**config.mk**
```make
export PLATFORM = sky130hd
export DESIGN_NAME = wr_burst_arbiter
export DESIGN_NICKNAME = d
export VERILOG_FILES = /design/src/rtl/wr_burst_arbiter.sv
export SDC_FILE = /design/constraint.sdc
export NUM_CORES = 1
export LEC_CHECK = 0
export ABC_AREA = 1
export CAP_MARGIN = 10
export CORE_UTILIZATION = 45
export CTS_BUF_LIST = sky130_fd_sc_hd__clkbuf_4
export CTS_CLUSTER_DIAMETER = 100
export DETAILED_ROUTE_END_ITERATION = 6
export PLACE_DENSITY = 0.83
export SYNTH_ARGS = -nofsm -noshare
export SYNTH_HDL_FRONTEND = slang
export SYNTH_SLANG_ARGS = --single-unit
export TNS_END_PERCENT = 10
```
**constraint.sdc**
```tcl
create_clock -name clock -period 2.5 [get_ports clock]
set_input_delay 0.5 -clock clock [delete_from_list [all_inputs] [get_ports clock]]
set_output_delay 0.5 -clock clock [all_outputs]
set_load 0.1 [all_outputs]
```
**src/rtl/wr_burst_arbiter.sv**
```systemverilog
// Round-robin arbiter sharing one write-burst engine between NCH FIFO channels.
// Optional macro WR_ARB_TAIL_PRIO_EN gives tail requests strict priority over bursts.
module wr_burst_arbiter #(
    parameter int NCH   = 2,
    parameter int LSIZE = 9,
    parameter int CHW   = 1
) (
    input  logic                 clock,
    input  logic                 rst,
    input  logic [NCH-1:0]       ch_burst_req,
    input  logic [NCH-1:0]       ch_tail_req,
    input  logic [NCH*LSIZE-1:0] ch_req_len,
    output logic [NCH-1:0]       ch_resp,
    output logic [NCH-1:0]       ch_done,
    output logic                 cmd_valid,
    input  logic                 cmd_ready,
    output logic [LSIZE-1:0]     cmd_len,
    output logic                 cmd_tail,
    output logic [CHW-1:0]       cmd_ch,
    input  logic                 eng_done,
    output logic                 busy,
    output logic [2:0]           dbg_state,
    output logic [CHW-1:0]       dbg_rr_ptr
);

    // Handshake: a command transfers on a rising edge where cmd_valid && cmd_ready;
    // cmd_valid, once raised, stays high with cmd_len/cmd_tail/cmd_ch stable until that edge.
    typedef enum logic [2:0] {
        IDLE    = 3'd0,
        ISSUE   = 3'd1,
        BUSY    = 3'd2,
        ZERO    = 3'd3,
        RELEASE = 3'd4
    } state_t;

    state_t           state, state_d;
    logic [CHW-1:0]   rr_ptr, rr_ptr_d;
    logic [NCH-1:0]   req_mask;
    logic             win_found;
    logic [CHW-1:0]   win_idx;
    logic [CHW-1:0]   cand;
    int               idx;
    logic [LSIZE-1:0] win_len;
    logic             win_tail;
    logic [NCH-1:0]   grant_oh;
    logic [LSIZE-1:0] len_arr [NCH];

    logic             cmd_valid_d;
    logic [LSIZE-1:0] cmd_len_d;
    logic             cmd_tail_d;
    logic [CHW-1:0]   cmd_ch_d;
    logic [NCH-1:0]   ch_resp_d;
    logic [NCH-1:0]   ch_done_d;
    logic             busy_d;

    for (genvar g = 0; g < NCH; g++) begin : g_len
        assign len_arr[g] = ch_req_len[g*LSIZE +: LSIZE];
    end

    // Round-robin search starting at rr_ptr over the eligible requester set.
    always_comb begin
`ifdef WR_ARB_TAIL_PRIO_EN
        req_mask = (|ch_tail_req) ? ch_tail_req : ch_burst_req;
`else
        req_mask = ch_burst_req | ch_tail_req;
`endif
        win_found = 1'b0;
        win_idx   = '0;
        cand      = '0;
        idx       = 0;
        for (int k = 0; k < NCH; k++) begin
            idx = int'(rr_ptr) + k;
            if (idx >= NCH) idx = idx - NCH;
            cand = CHW'(idx);
            if (!win_found && req_mask[cand]) begin
                win_found = 1'b1;
                win_idx   = cand;
            end
        end
    end

    assign win_len    = len_arr[win_idx];
    assign win_tail   = ch_tail_req[win_idx];
    assign grant_oh   = NCH'(1) << cmd_ch;
    assign dbg_state  = state;
    assign dbg_rr_ptr = rr_ptr;

    always_ff @(posedge clock) begin
        if (rst) begin
            state     <= IDLE;
            rr_ptr    <= '0;
            cmd_valid <= 1'b0;
            cmd_len   <= '0;
            cmd_tail  <= 1'b0;
            cmd_ch    <= '0;
            ch_resp   <= '0;
            ch_done   <= '0;
            busy      <= 1'b0;
        end else begin
            state     <= state_d;
            rr_ptr    <= rr_ptr_d;
            cmd_valid <= cmd_valid_d;
            cmd_len   <= cmd_len_d;
            cmd_tail  <= cmd_tail_d;
            cmd_ch    <= cmd_ch_d;
            ch_resp   <= ch_resp_d;
            ch_done   <= ch_done_d;
            busy      <= busy_d;
        end
    end

    always_comb begin
        state_d  = state;
        rr_ptr_d = rr_ptr;
        case (state)
            IDLE:    if (win_found) state_d = (win_len == '0) ? ZERO : ISSUE;
            ISSUE:   if (cmd_valid && cmd_ready) state_d = BUSY;
            BUSY:    if (eng_done) state_d = RELEASE;
            ZERO:    state_d = RELEASE;
            RELEASE: begin
                state_d  = IDLE;
                rr_ptr_d = (int'(cmd_ch) == NCH - 1) ? '0 : cmd_ch + CHW'(1);
            end
            default: state_d = IDLE;
        endcase
    end

    // Registered outputs are computed from the transition being taken this cycle.
    always_comb begin
        cmd_valid_d = 1'b0;
        cmd_len_d   = cmd_len;
        cmd_tail_d  = cmd_tail;
        cmd_ch_d    = cmd_ch;
        ch_resp_d   = '0;
        ch_done_d   = '0;
        case (state)
            IDLE: begin
                if (win_found) begin
                    cmd_ch_d   = win_idx;
                    cmd_len_d  = win_len;
                    cmd_tail_d = win_tail;
                    if (win_len == '0) ch_resp_d = NCH'(1) << win_idx;
                    else               cmd_valid_d = 1'b1;
                end
            end
            ISSUE: begin
                if (cmd_valid && cmd_ready) ch_resp_d   = grant_oh;
                else                        cmd_valid_d = 1'b1;
            end
            BUSY:    if (eng_done) ch_done_d = grant_oh;
            ZERO:    ch_done_d = grant_oh;
            default: ;
        endcase
        busy_d = (state_d != IDLE);
    end

endmodule

```
==> results.sh, run 1 <==
export IMPL_drt_iter0_markers=19
export IMPL_setup_viol=0
export IMPL_crit_start="ch_tail_req[0]"
export IMPL_worst_path_largest_cell_delay_ns=0.50
export IMPL_switching_power_uw=440
export IMPL_finalSetupTns_ns=0
export IMPL_power_frac_seq_pct=39.3
export IMPL_reg2reg_from="dbg_rr_ptr"
export IMPL_ir_drop_uv=532
export IMPL_placed_cells=210
export IMPL_drt_pass1_iter_count=4
export IMPL_arrival_ns=2.08
export IMPL_cp_end_kind="register"
export IMPL_crit_path_top_delay_cell="clkdlybuf4s50_1"
export IMPL_crit_family="simple AND/OR/NAND/NOR gates"
export IMPL_worstMarginPinSlew_ns=0.354
export IMPL_synth_edf_count=0
export IMPL_cts_hold_fix_buffers=0
export IMPL_path_buf_inv=2
export IMPL_internal_power_uw=534
export IMPL_maxCapViolCount=0
export IMPL_clk_pin_slew_ns=0.12
export IMPL_synthArstFlopShare_pct=0
export IMPL_drv_slew=0
export IMPL_diodes=0
export IMPL_max_freq_ghz=0.547
export IMPL_finalCriticalPeriod_ns=1.83
export IMPL_numPortBuffers=46
export IMPL_hpwlAfterDp_um=1920
export IMPL_yosys_warnings=0
export IMPL_min_from="cmd_ch"
export IMPL_worstPathRequired_ns=2.75
export IMPL_syn_avg_cell_area_um2=7.28
export IMPL_worstPathMaxFanout=5
export IMPL_drive_gt1_share_pct=23.0
export IMPL_grt_overflow=0
export IMPL_postPlaceCellArea_um2=1440
export IMPL_pin_count=47
export IMPL_finalCritPeriodShare_pct=73.1
export IMPL_power_uw=973
export IMPL_synth_ff_type="dfxtp_1"
export IMPL_die_h_um=49.4
export IMPL_cts_buffer_depth=2
export IMPL_grt_pass1_wl_um=3770
export IMPL_drtAntennaViolNets=0
export IMPL_final_util_pct=72.2
export IMPL_yosysUniqueCellTypes=22
export IMPL_rsz0062_at_grt="false"
export IMPL_htreeDepth=1
export IMPL_combPwrFrac_pct=43.8
export IMPL_numCtsBuffers=3
export IMPL_design_area_um2=1470
export IMPL_hold_viol=0
export IMPL_grt_pass1_vias=927
export IMPL_cts_tree="done"
export IMPL_hold_path_class="reg -> reg"
export IMPL_cts_setup_buffers=0
export IMPL_routabilityCongestion=0.790
export IMPL_fin_nets=214
export IMPL_coreArea_um2=2040
export IMPL_ys_seq_area_share_pct=41.5
export IMPL_grt_usage_pct=19.5
export IMPL_start_util_pct=49.6
export IMPL_area_delta_synth_final_pct=45.6
export IMPL_dpl_worst_slack_ns=0.365
export IMPL_whs_ns=0.475
export IMPL_vias_per_cell=5.00
export IMPL_fin_worst_skew_ns=0.00803
export IMPL_instances_no_fill=214
export IMPL_ys_ff_latch=21
export IMPL_drc_errors=0
export IMPL_status="finished, final reports clean"
export IMPL_netSwitchingFraction_pct=45.1
export IMPL_crit_chain="clkdlybuf4s50_1 > inv_2 > nand2_1 > a21oi_2 > nand2_1 > nand2_1 > nand2_1 > nor2_4 > nand4_1 > nand2_1 > nand2_1 > nand2_1"
export IMPL_syn_inst=139
export IMPL_grt_max_degree=20
export IMPL_cts_resized=0
export IMPL_antenna_found_initial=0
export IMPL_synth_area_um2=1010
export IMPL_power_density_nw_per_um2=660
export IMPL_num_fill_cells=178
export IMPL_slew_headroom_pct=76.3
export IMPL_clock_sinks=21
export IMPL_synth_fp_nets=165
export IMPL_die_x_um=49.4
export IMPL_path_class="in -> reg"
export IMPL_start_kind="input pin"
export IMPL_routedWlPerCell_um=11.1
export IMPL_finalWirelength_um=2370
export IMPL_insertion_delay_ns=0.30
export IMPL_cpMostUsedCell="nand2_1"
export IMPL_finalWorstSetupSlack_ns=0.673
export IMPL_leakage_nw=0.696
export IMPL_power_frac_clock_pct=16.9
export IMPL_vias=1069
export IMPL_die_area_um2=2440
export IMPL_clockRootBuffer="clkbuf_4"
export IMPL_num_rows=16
[registers in the layout (all words and copies together) (netlist names)]
name        cells
ch_resp         2
dbg_state       3
cmd_len         9
cmd_valid       1
ch_done         2
busy            1
dbg_rr_ptr      1
cmd_tail        1
cmd_ch          1
[layout by cell type, fill, tap and decap left out]
cell type,instances
nand3b_1,4
nand2_4,1
nand2_2,5
inv_2,5
clkinvlp_4,1
o21ai_0,10
a21oi_1,9
nand3_1,4
o21ai_4,1
a41oi_1,1
nand2_1,35
inv_1,16
nand4_1,3
dfxtp_1,21
nor3_1,1
clkdlybuf4s50_1,25
a31oi_1,4
a21oi_2,1
nor2_4,4
clkbuf_4,3
nor2_1,9
o21ai_1,1
a211oi_1,1
buf_4,21
nand3_2,1
[layer usage]
layer	up-vias	track usage, %	wire [µm]
met1	473	23.1	1020
li1	549	-	-
met3	4	3.12	178
met5	-	0	0
met2	43	34.5	1140
met4	0	8.57	27
[cell families (layout without fill, tap and decap cells)]
family                 Yosys count  in the layout  share of synthesized area (%)
AOI/OAI and AO/OA               28             28                           16.4
buffers and inverters           23             71                           8.78
DFF                             21             21                           41.5
and+or+nand+nor                 67             67                           33.3
[final cells by class]
type,instances,area [µm²],area share [%]
multi-input cells,95,503,34.1
repair buffers,46,408,27.7
clock buffers,3,22.5,1.53
well taps,27,33.8,2.29
flip-flops and latches,21,420,28.5
clock inverters,1,7.51,0.509
inverters,21,78.8,5.35
[power by group through the flow]
| stage | registers [mW] | logic (mW) | clock network, mW |
|---|---|---|---|
| 3_3_place_gp | 0.389 | 0.423 | 0 |
| 5_1_grt | 0.386 | 0.446 | 0.182 |
| 2_1_floorplan | 0.609 | 0.0979 | 0 |
| 4_1_cts | 0.383 | 0.427 | 0.167 |
| 6_report | 0.383 | 0.426 | 0.164 |
| 3_5_place_dp | 0.390 | 0.426 | 0 |
[path summary, 6_finish.rpt]
kind,to,slack (ns),cells after the start
min,ch_done[0],0.48,1
max reg2reg,busy,1.07,10
min reg2reg,ch_done[0],0.48,1
max,busy,0.67,12
[worst register-to-register path, stage by stage (launching register included)]
cell and delay (ns):
dfxtp_1 0.37, inv_2 0.07, a21oi_2 0.27, nand2_1 0.08
nand2_1 0.09, nand2_1 0.09, nor2_4 0.12, nand4_1 0.09
nand2_1 0.07, nand2_1 0.06, nand2_1 0.07
[synthesized netlist by cell type, types with 2 or more instances]
cell / n / area [µm²]
a21oi_1: 9 / 45.0
a31oi_1: 4 / 25.0
buf_2: 2 / 10.0
dfxtp_1: 21 / 420
inv_1: 16 / 60.1
inv_2: 5 / 18.8
nand2_1: 35 / 131
nand2_2: 5 / 31.3
nand3_1: 4 / 20.0
nand3b_1: 4 / 30.0
nand4_1: 3 / 18.8
nor2_1: 9 / 33.8
nor2_4: 4 / 45.0
o21ai_0: 10 / 50.1
No activity file was read; power rests on OpenSTA's default activity.
==> run 2: changes to the inputs <==
CORE_UTILIZATION = 42   (was 45)
PLACE_DENSITY = 0.78   (was 0.83)
clock period = 1.8 ns   (was 2.5 ns; I/O delays follow)
==> results.sh, run 2 (synthesis gave the netlist of run 1 again) <==
export IMPL_slew_headroom_pct=75.6
export IMPL_setup_viol=0
export IMPL_vias=1307
export IMPL_regMostFlops="cmd_len"
export IMPL_path_class="reg -> reg"
export IMPL_final_common_cell="nand2_1"
export IMPL_grt_pass1_vias=1193
export IMPL_die_x_um=51.1
export IMPL_arrival_ns=1.94
export IMPL_htreeDepth=1
export IMPL_antenna_found_initial=0
export IMPL_hold_end="cmd_tail"
export IMPL_routedWlPerCell_um=16.2
export IMPL_cpMostUsedCell="nand2_1"
export IMPL_netSwitchingFraction_pct=43.5
export IMPL_crit_chain="inv_2 > o21ai_4 > nand2_4 > buf_4 > nand2_1 > nand2_1 > nand2_1 > nor2_4 > nand4_1 > nand2_1 > nand2_1 > nand2_1"
export IMPL_maxCapViolCount=0
export IMPL_placed_cells=226
export IMPL_power_density_nw_per_um2=825
export IMPL_power_frac_seq_pct=35.3
export IMPL_instances_no_fill=235
export IMPL_numPortBuffers=46
export IMPL_crit_family="simple AND/OR/NAND/NOR gates"
export IMPL_ir_drop_uv=735
export IMPL_vias_per_cell=5.56
export IMPL_die_area_um2=2610
export IMPL_drive_gt1_share_pct=30.9
export IMPL_largest_reg_flops=9
export IMPL_fin_worst_skew_ns=0.00550
export IMPL_diodes=0
export IMPL_hold_viol=0
export IMPL_coreArea_um2=2230
export IMPL_drv_slew=0
export IMPL_crit_path_top_delay_cell="dfxtp_2"
export IMPL_hold_depth=3
export IMPL_clock_sinks=21
export IMPL_postPlaceCellArea_um2=1830
export IMPL_power_frac_clock_pct=15.0
export IMPL_grt_usage_pct=27.0
export IMPL_max_freq_ghz=0.599
export IMPL_worstPathRequired_ns=2.07
export IMPL_power_mw=1.58
export IMPL_start_kind="register"
export IMPL_layout_common_cells="nand2_1 (35), buf_12 (22), clkdlybuf4s50_1 (21)"
export IMPL_finalWorstSetupSlack_ns=0.130
export IMPL_cts_buffer_depth=2
export IMPL_drt_pass1_iter_count=4
export IMPL_num_rows=17
export IMPL_rsz0062_at_grt="false"
export IMPL_hpwlAfterDp_um=2620
export IMPL_min_from="ch_tail_req[1]"
export IMPL_path_buf_inv=2
export IMPL_routabilityCongestion=0.839
export IMPL_cp_end_kind="register"
export IMPL_area_delta_synth_final_pct=89.6
export IMPL_finalCritPeriodShare_pct=92.8
export IMPL_whs_ns=0.387
export IMPL_numCtsBuffers=3
export IMPL_die_h_um=51.1
export IMPL_insertion_delay_ns=0.31
export IMPL_grt_max_degree=14
export IMPL_leakage_nw=0.906
export IMPL_drc_errors=0
export IMPL_drt_iter0_markers=54
export IMPL_worst_r2r_setup_slack_ns=0.13
export IMPL_design_area_um2=1920
export IMPL_grt_pass1_wl_um=5230
export IMPL_internal_power_uw=894
export IMPL_reg2reg_from="dbg_rr_ptr"
export IMPL_hold_path_class="in -> reg"
export IMPL_finalWirelength_um=3810
export IMPL_finalCriticalPeriod_ns=1.67
export IMPL_drtAntennaViolNets=0
export IMPL_cts_hold_fix_buffers=0
export IMPL_dpl_worst_slack_ns=-0.242
export IMPL_clockRootBuffer="clkbuf_4"
export IMPL_status="finished, final reports clean"
export IMPL_fin_nets=234
export IMPL_start_util_pct=45.3
export IMPL_grt_overflow=0
export IMPL_worst_path_largest_cell_delay_ns=0.36
export IMPL_worstMarginPinSlew_ns=0.365
export IMPL_pin_count=47
export IMPL_worstPathMaxFanout=6
export IMPL_r2r_end="busy"
export IMPL_rr_worst_depth=12
export IMPL_combPwrFrac_pct=49.7
export IMPL_cts_tree="done"
export IMPL_switching_power_uw=689
export IMPL_clk_pin_slew_ns=0.13
-- run 2: cell types whose count changed in the layout (fill, tap and decap cells not counted), moves of 2 or more --
cell / change
buf_12: +22
clkdlybuf4s50_1: -4
dlymetal6s2s_1: +4
buf_4: -2
-- run 2: final cells by class --
class | count | area [µm²]
repair buffers | 66 | 843
clock inverters | 1 | 5.00
fillers | 113 | 314
well taps | 28 | 35.0
flip-flops and latches | 21 | 422
inverters | 21 | 81.3
multi-input cells | 95 | 510
clock buffers | 3 | 22.5
-- run 2: power by group through the flow --
stage | registers (mW) | logic [mW] | clock network, mW
floorplan | 0.845 | 0.136 | 0
global placement | 0.564 | 0.743 | 0
detailed placement | 0.567 | 0.758 | 0
CTS | 0.558 | 0.759 | 0.235
global route | 0.564 | 0.814 | 0.256
finish | 0.558 | 0.786 | 0.238
-- run 2: worst max path at each step --
stage	from	end	slack [ns]	cells after the start
after floorplan	dbg_state[2]	cmd_len[4]	-0.07	6
after global placement	ch_tail_req[0]	busy	-0.17	12
after detailed placement	ch_tail_req[0]	busy	-0.24	12
after CTS	ch_tail_req[0]	busy	0.08	12
after global routing	dbg_rr_ptr	busy	0.05	12
final	dbg_rr_ptr	busy	0.13	12
-- run 2: timing repair --
item / CTS / global route
endpoints found under the setup margin: 0 / 2
gates resized for setup: 0 / 8
hold endpoints to repair: 0 / 0
setup buffers: 0 / 5
-- run 2: tightest hold or removal path, cell delays in order --
cell and delay, ns:
dlymetal6s2s_1 0.16, nand2_1 0.08, a31oi_1 0.07
-- run 2: layer usage --
layer  global-route usage, %  share of wire [%]  vias up
li1                        -                  -      589
met1                    26.6                 35      609
met2                    52.9                 53       85
met3                    5.36                8.0       24
met4                    12.5                4.8        0
met5                       0                  0        -
-- run 2: through the flow --
stage               utilization [%]  TNS, ns
floorplan                         -  -0.0653
global placement               82.1   -0.682
detailed placement             82.1   -0.974
CTS                            83.4        0
global route                   85.9        0
finish                         85.9        0
